--- config.mk ---
export PLATFORM = sky130hd
export DESIGN_NAME = stage_if_fetch
export DESIGN_NICKNAME = d
export VERILOG_FILES = /design/src/rtl/if_pkg.sv /design/src/rtl/if_fetch_fifo.sv /design/src/rtl/stage_if_fetch.sv
export SDC_FILE = /design/constraint.sdc
export NUM_CORES = 1
export LEC_CHECK = 0
export ABC_CLOCK_PERIOD_IN_PS = 3900
export CAP_MARGIN = 5
export CORE_MARGIN = 2
export CORE_UTILIZATION = 55
export DETAILED_ROUTE_END_ITERATION = 6
export PLACE_DENSITY = 0.9
export SETUP_SLACK_MARGIN = 0.3
export SYNTH_ARGS = -nofsm -noshare
export SYNTH_HDL_FRONTEND = slang
export SYNTH_SLANG_ARGS = --single-unit
--- constraint.sdc ---
create_clock -name clk -period 3.9 [get_ports clk]
set_input_delay 0.78 -clock clk [delete_from_list [all_inputs] [get_ports clk]]
set_output_delay 0.78 -clock clk [all_outputs]
set_load 0.05 [all_outputs]
--- src/rtl/if_pkg.sv ---
// if_pkg: types and constants shared by the instruction-fetch stage.
// The S_FAULT state only exists when IF_FETCH_FAULT_EN is defined.
package if_pkg;

  // Widest PC / instruction the queue entry can carry.
  localparam int IF_MAX_ADDR_W = 64;
  localparam int IF_MAX_INST_W = 32;

  // Byte distance between consecutive instruction words.
  localparam logic [IF_MAX_ADDR_W-1:0] PC_STEP = 64'd4;

`ifdef IF_FETCH_FAULT_EN
  typedef enum logic [1:0] {
    S_BOOT  = 2'd0,
    S_FETCH = 2'd1,
    S_FAULT = 2'd2
  } if_state_e;
`else
  typedef enum logic [1:0] {
    S_BOOT  = 2'd0,
    S_FETCH = 2'd1
  } if_state_e;
`endif

  // One fetch-queue entry: instruction word tagged with its PC and fault flag.
  typedef struct packed {
    logic [IF_MAX_ADDR_W-1:0] pc;
    logic [IF_MAX_INST_W-1:0] inst;
    logic                     fault;
  } if_entry_t;

endpackage

--- src/rtl/if_fetch_fifo.sv ---
// if_fetch_fifo: small synchronous FIFO of fetch entries with flush.
// Flush wins over push/pop in the same cycle; the head entry is read
// combinationally so decode sees a pushed entry on the cycle after the push.
module if_fetch_fifo
  import if_pkg::*;
#(
  parameter int DEPTH = 4
) (
  input  logic                     clk,
  input  logic                     reset,
  input  logic                     flush,
  input  logic                     push,
  input  logic                     pop,
  input  if_entry_t                wdata,
  output if_entry_t                rdata,
  output logic [$clog2(DEPTH):0]   count,
  output logic                     empty
);

  localparam int PW = $clog2(DEPTH);
  localparam int CW = PW + 1;

  if_entry_t         mem_q [DEPTH];
  if_entry_t         mem_d [DEPTH];
  logic [PW-1:0]     wr_ptr_q, wr_ptr_d;
  logic [PW-1:0]     rd_ptr_q, rd_ptr_d;
  logic [CW-1:0]     count_q, count_d;

  // Next-state for storage, pointers and occupancy; pointers wrap naturally
  // because DEPTH is a power of two.
  always_comb begin
    mem_d    = mem_q;
    wr_ptr_d = wr_ptr_q;
    rd_ptr_d = rd_ptr_q;
    count_d  = count_q;
    if (flush) begin
      wr_ptr_d = '0;
      rd_ptr_d = '0;
      count_d  = '0;
    end else begin
      if (push) begin
        mem_d[wr_ptr_q] = wdata;
        wr_ptr_d        = wr_ptr_q + PW'(1);
      end
      if (pop) begin
        rd_ptr_d = rd_ptr_q + PW'(1);
      end
      count_d = count_q + CW'(push) - CW'(pop);
    end
  end

  // Storage is cleared on reset so the head reads as all-zero until filled.
  always_ff @(posedge clk or negedge reset) begin
    if (!reset) begin
      for (int i = 0; i < DEPTH; i++) begin
        mem_q[i] <= '0;
      end
      wr_ptr_q <= '0;
      rd_ptr_q <= '0;
      count_q  <= '0;
    end else begin
      mem_q    <= mem_d;
      wr_ptr_q <= wr_ptr_d;
      rd_ptr_q <= rd_ptr_d;
      count_q  <= count_d;
    end
  end

  assign rdata = mem_q[rd_ptr_q];
  assign count = count_q;
  assign empty = (count_q == '0);

endmodule

--- src/rtl/stage_if_fetch.sv ---
// stage_if_fetch: instruction-fetch stage feeding the IF/ID register.
// Owns the PC, issues sequential word fetches over a valid/ready channel,
// queues in-order responses and drains them into decode. A redirect flushes
// the queue and discards responses still in flight.
// Optional feature macro: IF_FETCH_FAULT_EN (fault tagging + issue stop).
module stage_if_fetch
  import if_pkg::*;
#(
  parameter int                    ADDR_WIDTH = 64,
  parameter int                    INST_WIDTH = 32,
  parameter logic [ADDR_WIDTH-1:0] RESET_PC   = '0,
  parameter int                    FIFO_DEPTH = 4
) (
  input  logic                  clk,
  input  logic                  reset,
  input  logic                  stall,
  input  logic                  redirect_valid,
  input  logic [ADDR_WIDTH-1:0] redirect_pc,
  output logic                  imem_req_valid,
  input  logic                  imem_req_ready,
  output logic [ADDR_WIDTH-1:0] imem_req_addr,
  input  logic                  imem_rsp_valid,
  input  logic [INST_WIDTH-1:0] imem_rsp_data,
  input  logic                  imem_rsp_err,
  output logic                  inst_valid,
  output logic [INST_WIDTH-1:0] inst,
  output logic [ADDR_WIDTH-1:0] pc,
  output logic                  inst_fault
);

  localparam int                    CW      = $clog2(FIFO_DEPTH) + 1;
  localparam logic [ADDR_WIDTH-1:0] STEP    = ADDR_WIDTH'(PC_STEP);
  localparam logic [CW:0]           DEPTH_W = (CW + 1)'(FIFO_DEPTH);

  if_state_e             state_q, state_d;
  logic [ADDR_WIDTH-1:0] fetch_pc_q, fetch_pc_d;
  logic [ADDR_WIDTH-1:0] rsp_pc_q, rsp_pc_d;
  logic [CW-1:0]         inflight_q, inflight_d;
  logic [CW-1:0]         drop_cnt_q, drop_cnt_d;

  logic [CW-1:0]         fifo_count;
  logic                  fifo_empty;
  if_entry_t             head;
  if_entry_t             push_entry;
  logic [CW:0]           occupancy;
  logic                  req_fire;
  logic                  rsp_drop;
  logic                  fifo_push;
  logic                  fifo_pop;

  // Queue entries plus in-flight requests never exceed the queue size, so a
  // kept response always has a free slot and the memory needs no backpressure.
  assign occupancy      = {1'b0, fifo_count} + {1'b0, inflight_q};
  assign imem_req_valid = (state_q == S_FETCH) && (occupancy < DEPTH_W) && !redirect_valid;
  assign imem_req_addr  = fetch_pc_q;
  assign req_fire       = imem_req_valid && imem_req_ready;

  // Stale beats (from before a redirect) are consumed without being queued.
  assign rsp_drop  = imem_rsp_valid && (drop_cnt_q != '0);
  assign fifo_push = imem_rsp_valid && !rsp_drop && !redirect_valid;

  assign inst_valid = !fifo_empty && !redirect_valid;
  assign fifo_pop   = inst_valid && !stall;

  // Build the entry for an accepted response, tagging it with its PC.
  always_comb begin
    push_entry      = '0;
    push_entry.pc   = IF_MAX_ADDR_W'(rsp_pc_q);
    push_entry.inst = IF_MAX_INST_W'(imem_rsp_data);
`ifdef IF_FETCH_FAULT_EN
    push_entry.fault = imem_rsp_err;
`endif
  end

  // Next-state for PCs, counters and the FSM; a redirect overrides all else.
  always_comb begin
    state_d    = state_q;
    fetch_pc_d = fetch_pc_q;
    rsp_pc_d   = rsp_pc_q;
    inflight_d = inflight_q;
    drop_cnt_d = drop_cnt_q;
    if (redirect_valid) begin
      fetch_pc_d = redirect_pc;
      rsp_pc_d   = redirect_pc;
      inflight_d = inflight_q - CW'(imem_rsp_valid);
      drop_cnt_d = inflight_q - CW'(imem_rsp_valid);
      state_d    = S_FETCH;
    end else begin
      if (req_fire) begin
        fetch_pc_d = fetch_pc_q + STEP;
      end
      inflight_d = inflight_q + CW'(req_fire) - CW'(imem_rsp_valid);
      if (rsp_drop) begin
        drop_cnt_d = drop_cnt_q - CW'(1);
      end
      if (fifo_push) begin
        rsp_pc_d = rsp_pc_q + STEP;
      end
      case (state_q)
        S_BOOT:  state_d = S_FETCH;
`ifdef IF_FETCH_FAULT_EN
        S_FETCH: if (fifo_push && imem_rsp_err) state_d = S_FAULT;
`endif
        default: state_d = state_q;
      endcase
    end
  end

  // All stage state is held here and cleared immediately by reset.
  always_ff @(posedge clk or negedge reset) begin
    if (!reset) begin
      state_q    <= S_BOOT;
      fetch_pc_q <= RESET_PC;
      rsp_pc_q   <= RESET_PC;
      inflight_q <= '0;
      drop_cnt_q <= '0;
    end else begin
      state_q    <= state_d;
      fetch_pc_q <= fetch_pc_d;
      rsp_pc_q   <= rsp_pc_d;
      inflight_q <= inflight_d;
      drop_cnt_q <= drop_cnt_d;
    end
  end

  if_fetch_fifo #(
    .DEPTH (FIFO_DEPTH)
  ) u_fifo (
    .clk   (clk),
    .reset (reset),
    .flush (redirect_valid),
    .push  (fifo_push),
    .pop   (fifo_pop),
    .wdata (push_entry),
    .rdata (head),
    .count (fifo_count),
    .empty (fifo_empty)
  );

  assign inst = head.inst[INST_WIDTH-1:0];
  assign pc   = head.pc[ADDR_WIDTH-1:0];

`ifdef IF_FETCH_FAULT_EN
  assign inst_fault = head.fault;
`else
  // Without fault support the error input and stored fault bit are ignored.
  logic unused_rsp_err;
  logic unused_head_fault;
  assign unused_rsp_err    = imem_rsp_err;
  assign unused_head_fault = head.fault;
  assign inst_fault        = 1'b0;
`endif

endmodule

; ---- After elaboration in Yosys (flattened, before gate mapping)
; Cells that the tools add are included.
; Widths: inputs -> output; s select.
[classes]
n_addsub = 11
n_lt_le_gt_ge = 4
n_eq_ne = 1
mux = 20
bitwise_logic = 3
n_reduce_logical = 22
[ops]
columns = cell, n
row1 = $bwmux 388, 1
row2 = $mux 97, 3
row3 = $mux 64, 4
row4 = $bmux 97 s2, 1
row5 = $demux 97 s2, 1
row6 = $add 64x3->64 const B, 2
row7 = $mux 2, 6
row8 = $mux 3, 4
row9 = $reduce_bool 2->1, 5
row10 = $logic_and 1x1->1, 9
row11 = $sub 3x1->3, 3
row12 = $add 3x1->3, 2
row13 = $ge 3x3->1 const B, 2
row14 = $not 2->3, 2
row15 = $add 2x1->2 const B, 2
row16 = $add 3x3->4, 1
row17 = $logic_not 1->1, 4
row18 = $lt 4x3->1 const B, 1
row19 = $logic_not 3->1, 1
row20 = $lt 3x1->1 const B, 1
row21 = $reduce_bool 3->1, 1
row22 = $sub 3x1->3 const B, 1
row23 = $eq 2x1->1 const B, 1
row24 = $logic_not 2->1, 1
row25 = 2 further kinds, 2
[word_totals]
regBits = 531
inputBits = 103
output_inout_bits = 163
wordCells = 81

; ---- Depth between registers and ports, before layout
; Gate-level depths: netlist of the first run.
[depth]
word_depth = 8
ltp_mapped = 14
ltp_nobuf = 11

; ---- Modules after synthesis
; From an unflattened synthesis of the first run, not the netlist that was laid out.
[unflattened]
hier_cells = 1932
area_unflattened_um2 = 25784.7
[modules_own_cells]
columns = mod, instances, cells_each, area_per_inst_um2, seq_area_each_um2
row1 = if_fetch_fifo, 1, 974, 17488.0, 9884.5
row2 = stage_if_fetch, 1, 958, 8296.7, 3378.2

; ---- Least setup slack after synthesis of the first run
; No wires, ideal clock.
[synth_path]
path_type = in2reg
startpoint = input redirect_valid
endpoint = register inflight_q[2]
setup_time_ns = 0.079
arrival_ns = 3.240
required_time_ns = 3.821
setup_slack_ns = 0.581
cell_stages = 13
n_path_buf = 3
cell_sequence = nor3b_1 and4_1 clkbuf_1 clkinv_1 clkbuf_1 clkbuf_1 ha_1 inv_1 ha_1 fa_1 xor2_1 o21ai_0 xor2_1
[synth_via]
elab_chain_len = 6
[synth_lines]
columns = element, line_no
row1 = from (decl), stage_if_fetch.sv:17  ; input logic redirect_valid,
row2 = $logic_not 1->1, stage_if_fetch.sv:54  ; assign imem_req_valid = (state_q == S_FETCH) && (occupancy < DEPTH_W) && !redirect_valid;
row3 = $logic_and 1x1->1, stage_if_fetch.sv:54
row4 = $logic_and 1x1->1, stage_if_fetch.sv:56  ; assign req_fire = imem_req_valid && imem_req_ready;
row5 = $add 3x1->3, stage_if_fetch.sv:92  ; inflight_d = inflight_q + CW'(req_fire) - CW'(imem_rsp_valid);
row6 = $sub 3x1->3, stage_if_fetch.sv:92
row7 = $mux 3 (*), stage_if_fetch.sv:82  ; if (redirect_valid) begin
row8 = named net inflight_d[2], stage_if_fetch.sv:38  ; logic [CW-1:0] inflight_q, inflight_d;
row9 = to (signal assigned), stage_if_fetch.sv:121  ; inflight_q <= inflight_d;
row10 = to (decl), stage_if_fetch.sv:38
; The timed path passes the listed nets; every way through them passes the cells marked *.
; A chain may end at the register's enable or synchronous reset.

; ---- Worst setup path in the final report of the first run
[layout_path]
startpoint = register u_fifo.rd_ptr_q[0]
endpoint = output pc[27]
[layout_via]
elab_chain_len = 4
[layout_lines]
columns = element, line_no
row1 = from (decl), if_fetch_fifo.sv:26  ; logic [PW-1:0] rd_ptr_q, rd_ptr_d;
row2 = from (signal assigned), if_fetch_fifo.sv:64  ; rd_ptr_q <= rd_ptr_d;
row3 = $not 2->3 (implied by the code), if_fetch_fifo.sv:69  ; assign rdata = mem_q[rd_ptr_q];
row4 = $bmux 97 s2, if_fetch_fifo.sv:69
row5 = $mux 97 (implied by the code) (2 in series), if_fetch_fifo.sv:69
row6 = to (decl), stage_if_fetch.sv:27  ; output logic [ADDR_WIDTH-1:0] pc,
; No other way between the ends. The select of a mux whose other input is x is not followed.

==> reports/results.txt, run 1 <==
The run gives 3.12 ns as the required time of the worst setup path. The via count of the first global-routing pass was 19141; the number of cells produced by synthesis was 1951. Counting flops and latches in the post-synthesis netlist gives 526. The logs give 2 for the number of antenna violations at the first check in global routing and 0 for the remaining design rule violation count. Gates resized during post-CTS repair numbered 0. Top-level I/O count: 266. The tools report the violation count after the first detailed-routing iteration as 2080. Counting I/O delays and the setup requirement, the final critical path takes 3.51 ns.

The first global-routing pass estimated 109000 um of wire. In this run the worst path has a maximum fanout of 16. Leaving out fill and tap cells, the most frequent cells in the layout are sky130_fd_sc_hd__dfrtp_1 (524), sky130_fd_sc_hd__mux2_2 (395), sky130_fd_sc_hd__clkdlybuf4s50_1 (261), sky130_fd_sc_hd__nand2_1 (111), sky130_fd_sc_hd__mux4_2 (96). Setup repair after global routing left no endpoint under its margin. In the finished design, the share of the clock period the worst path needs comes to 90.1%. The number of nets in the synthesized netlist is 2072. The run gives 118 as the pin count of the biggest net entering global routing. The summed area of non-filler cells in the final layout is 30600 sq um, and the worst clock skew is 0.0270 ns. A synthesized cell averages 12.9 sq um. Before antenna repair, the detailed router went through 7 iterations.

STA puts the critical path data arrival time at 2.73 ns. Setup violations remaining at the end of the flow were counted as 0. In this run the standard cell core region covers 45300 sq um. The logs give 0 for the global-route congestion overflow total and 78 for the number of rows created at floorplan. Clock-pin slew was measured on the worst setup and hold paths at 0.06 ns. The share of the core filled with cells in the final layout was 67.6%. The via count was 18081; the count of warnings emitted by yosys was 0.

In this run the cell area measured after placement is 28700 sq um. At the end of the flow, the number of nets in the layout was 2310. For the combined global-route utilization of all metal layers, the log shows 29.8%. Headroom to the max-slew limit came out at 33.8%. Counting flops with a built-in enable in the synthesized netlist gives 0. The run gives 0 as the max-slew violation count. Wires add up to 69400 um.

The worst setup path is of the reg2out kind. For this run, asynchronously set or reset flops after synthesis account for 100%. The type of the most critical hold path is in2async. The tools report the maximum resistive drop on vdd as 0.000675 V. Sequential cells were found to cover 52.3% of the synthesized design area.

For this configuration, the core starts out at a cell density of 55.6%. The mean number of vias per cell works out to 6.40. The slew at the pin closest to its max-slew limit is 0.993 ns, and the cell area after synthesis is 25200 sq um.

The total power consumption of the routed design was 21200 uW. The tree is rooted in a sky130_fd_sc_hd__clkbuf_16. Number of levels the H-tree was split into: 2. The mean routed wirelength per cell came out at 24.6 um.

The later pin in the worst-skew pair is clocked with a latency of 0.61 ns. Max-cap violations in this run came to 0. The area growth from synthesis to layout is 21.6%. The most common cell after layout, fill and taps aside is sky130_fd_sc_hd__dfrtp_1.

The number of different library cells used by synthesis comes to 55. The die is 218 um wide. The final estimated routing congestion in global placement came out at 0.921. The worst setup path is launched from a flop.

Timing would allow up to 285 MHz. The power density over the cells was 694 nW/um^2. The static leakage is 0.0135 uW, and the total negative slack for setup checks is 0 ns. The floorplan step defined a die boundary enclosing 47500 sq um.

The flow ran to the end, and the final reports show no timing, DRC or antenna violations. The die outline height was 218 um. In the final layout, the share of cells above drive strength 1 is 29.5%. After legalization and detailed placement, the total HPWL measured 45600 um. The number of clock sinks is 526, and the post-route antenna net violation count is 0.

The count of buffers added on input and output ports is 263. The CTS buffer count came out at 55. The most used flip-flop cell after synthesis is sky130_fd_sc_hd__dfrtp_1. Number of buffers between clock root and the deepest sink: 3. TritonCTS built the clock tree. Hold violation count in the final report: 0. Endpoint class of the critical path: a primary output.
worst paths after layout:
kind                                     from                 to  slack, ns  cells past startpoint
min in group clk            u_fifo.mem_q[155]  u_fifo.mem_q[155]       0.50                      1
max in group asynchronous               reset   u_fifo.mem_q[93]       2.50                      2
min                                     reset  u_fifo.mem_q[142]       0.30                      1
max                        u_fifo.rd_ptr_q[0]             pc[27]       0.39                      4
min reg2reg                 u_fifo.mem_q[155]  u_fifo.mem_q[155]       0.50                      1
max reg2reg                      rsp_pc_q[14]       rsp_pc_q[52]       0.95                      5
synth_stat cells (all sizes together) (2+ instances only):
library cell | n | share of area (%)
a211o | 2 | 0.070
a21o | 2 | 0.060
a21oi | 24 | 0.48
a311o | 2 | 0.080
a31oi | 18 | 0.45
and2 | 26 | 0.65
and3 | 16 | 0.40
and4 | 24 | 0.84
and4b | 3 | 0.12
buf | 45 | 0.74
clkbuf | 92 | 1.4
clkinv | 2 | 0.030
conb | 2 | 0.030
dfrtp | 526 | 52
fa | 2 | 0.16
ha | 16 | 0.80
inv | 36 | 0.54
mux2 | 395 | 18
mux2i | 15 | 0.60
mux4 | 96 | 8.6
nand2 | 115 | 1.7
nand2b | 3 | 0.075
nand3 | 86 | 1.7
nand4 | 61 | 1.6
nor2 | 49 | 0.73
nor2b | 9 | 0.22
nor3 | 20 | 0.40
nor3b | 4 | 0.12
nor4 | 27 | 0.82
o211ai | 23 | 0.69
o21ai | 75 | 1.5
o311ai | 13 | 0.45
o31a | 6 | 0.21
o31ai | 6 | 0.18
or3 | 13 | 0.34
or4 | 24 | 0.72
xnor2 | 25 | 0.87
xor2 | 39 | 1.4
logic make-up (layout without fill, tap and decap cells):
logic type | Yosys count | count (layout) | synth area share, %
flip-flops | 526 | 526 | 52.3
multiplexers | 506 | 506 | 26.9
AND/OR/NAND/NOR | 484 | 484 | 10.6
AO/OA/AOI/OAI | 176 | 176 | 4.32
buffers and inverters | 175 | 450 | 2.70
XOR/XNOR | 64 | 64 | 2.23
adder cells (fa/ha/maj) | 18 | 18 | 0.955
other | 2 | 3 | 0.0299
state kept, by name, summed over array words and instances, names as in the netlist:
name	cells
rsp_pc_q	64
drop_cnt_q	3
u_fifo.wr_ptr_q	2
u_fifo.mem_q	384
imem_req_addr	64
u_fifo.rd_ptr_q	2
inflight_q	3
u_fifo.count	3
state_q	1
routing by layer:
layer,routed length (um),global-route usage [%],vias to the layer above
li1,-,-,7717
met1,26800,38.4,9253
met2,33200,48.2,880
met3,6060,6.74,229
met4,3370,14.0,2
met5,13,0,-
where the power goes:
| group | internal, uW | total [uW] | switching (uW) | leakage, uW |
|---|---|---|---|---|
| sequential | 6620 | 7500 | 887 | 0.00685 |
| clock | 3240 | 5430 | 2180 | 0.000926 |
| combinational | 3490 | 8280 | 4790 | 0.00576 |
critical path, stage by stage (launching register included):
cell and delay [ns]:
sky130_fd_sc_hd__dfrtp_4 0.43, sky130_fd_sc_hd__buf_4 0.19, sky130_fd_sc_hd__buf_12 0.20, sky130_fd_sc_hd__mux4_2 0.56, sky130_fd_sc_hd__clkdlybuf4s50_1 0.72
cell type report:
cell class	count	area, sq um
fill	3112	14700
sequential	526	13200
multi-input combinational	1250	11400
timing repair buffer	318	3320
clock buffer	76	1610
tap	600	751
clock inverter	18	248
inverter	38	143
antenna	1	2.50
through the flow:
| stage | instances | hold slack, ns | setup WS, ns |
|---|---|---|---|
| 2_1_floorplan | 1951 | 0.474 | 0.581 |
| 3_3_place_gp | 2728 | 0.481 | 0.634 |
| 3_5_place_dp | 2728 | 0.488 | 0.652 |
| 4_1_cts | 2826 | 0.331 | 0.338 |
| 5_1_grt | 2827 | 0.376 | 0.316 |
| 6_report | 2827 | 0.299 | 0.386 |
timing repair:
| item | CTS | global route |
|---|---|---|
| endpoints found under the setup margin | 89 | 0 |
| hold buffers | 0 | 0 |
| buffers inserted | 4 | 0 |
No activity file was read; power rests on OpenSTA's default activity.
==> run 2, diff against run 1 <==
- HOLD_SLACK_MARGIN: default -> 0.05
==> results of run 2 <==
No change in the layout: final DEF, timing and power equal those of run 1.
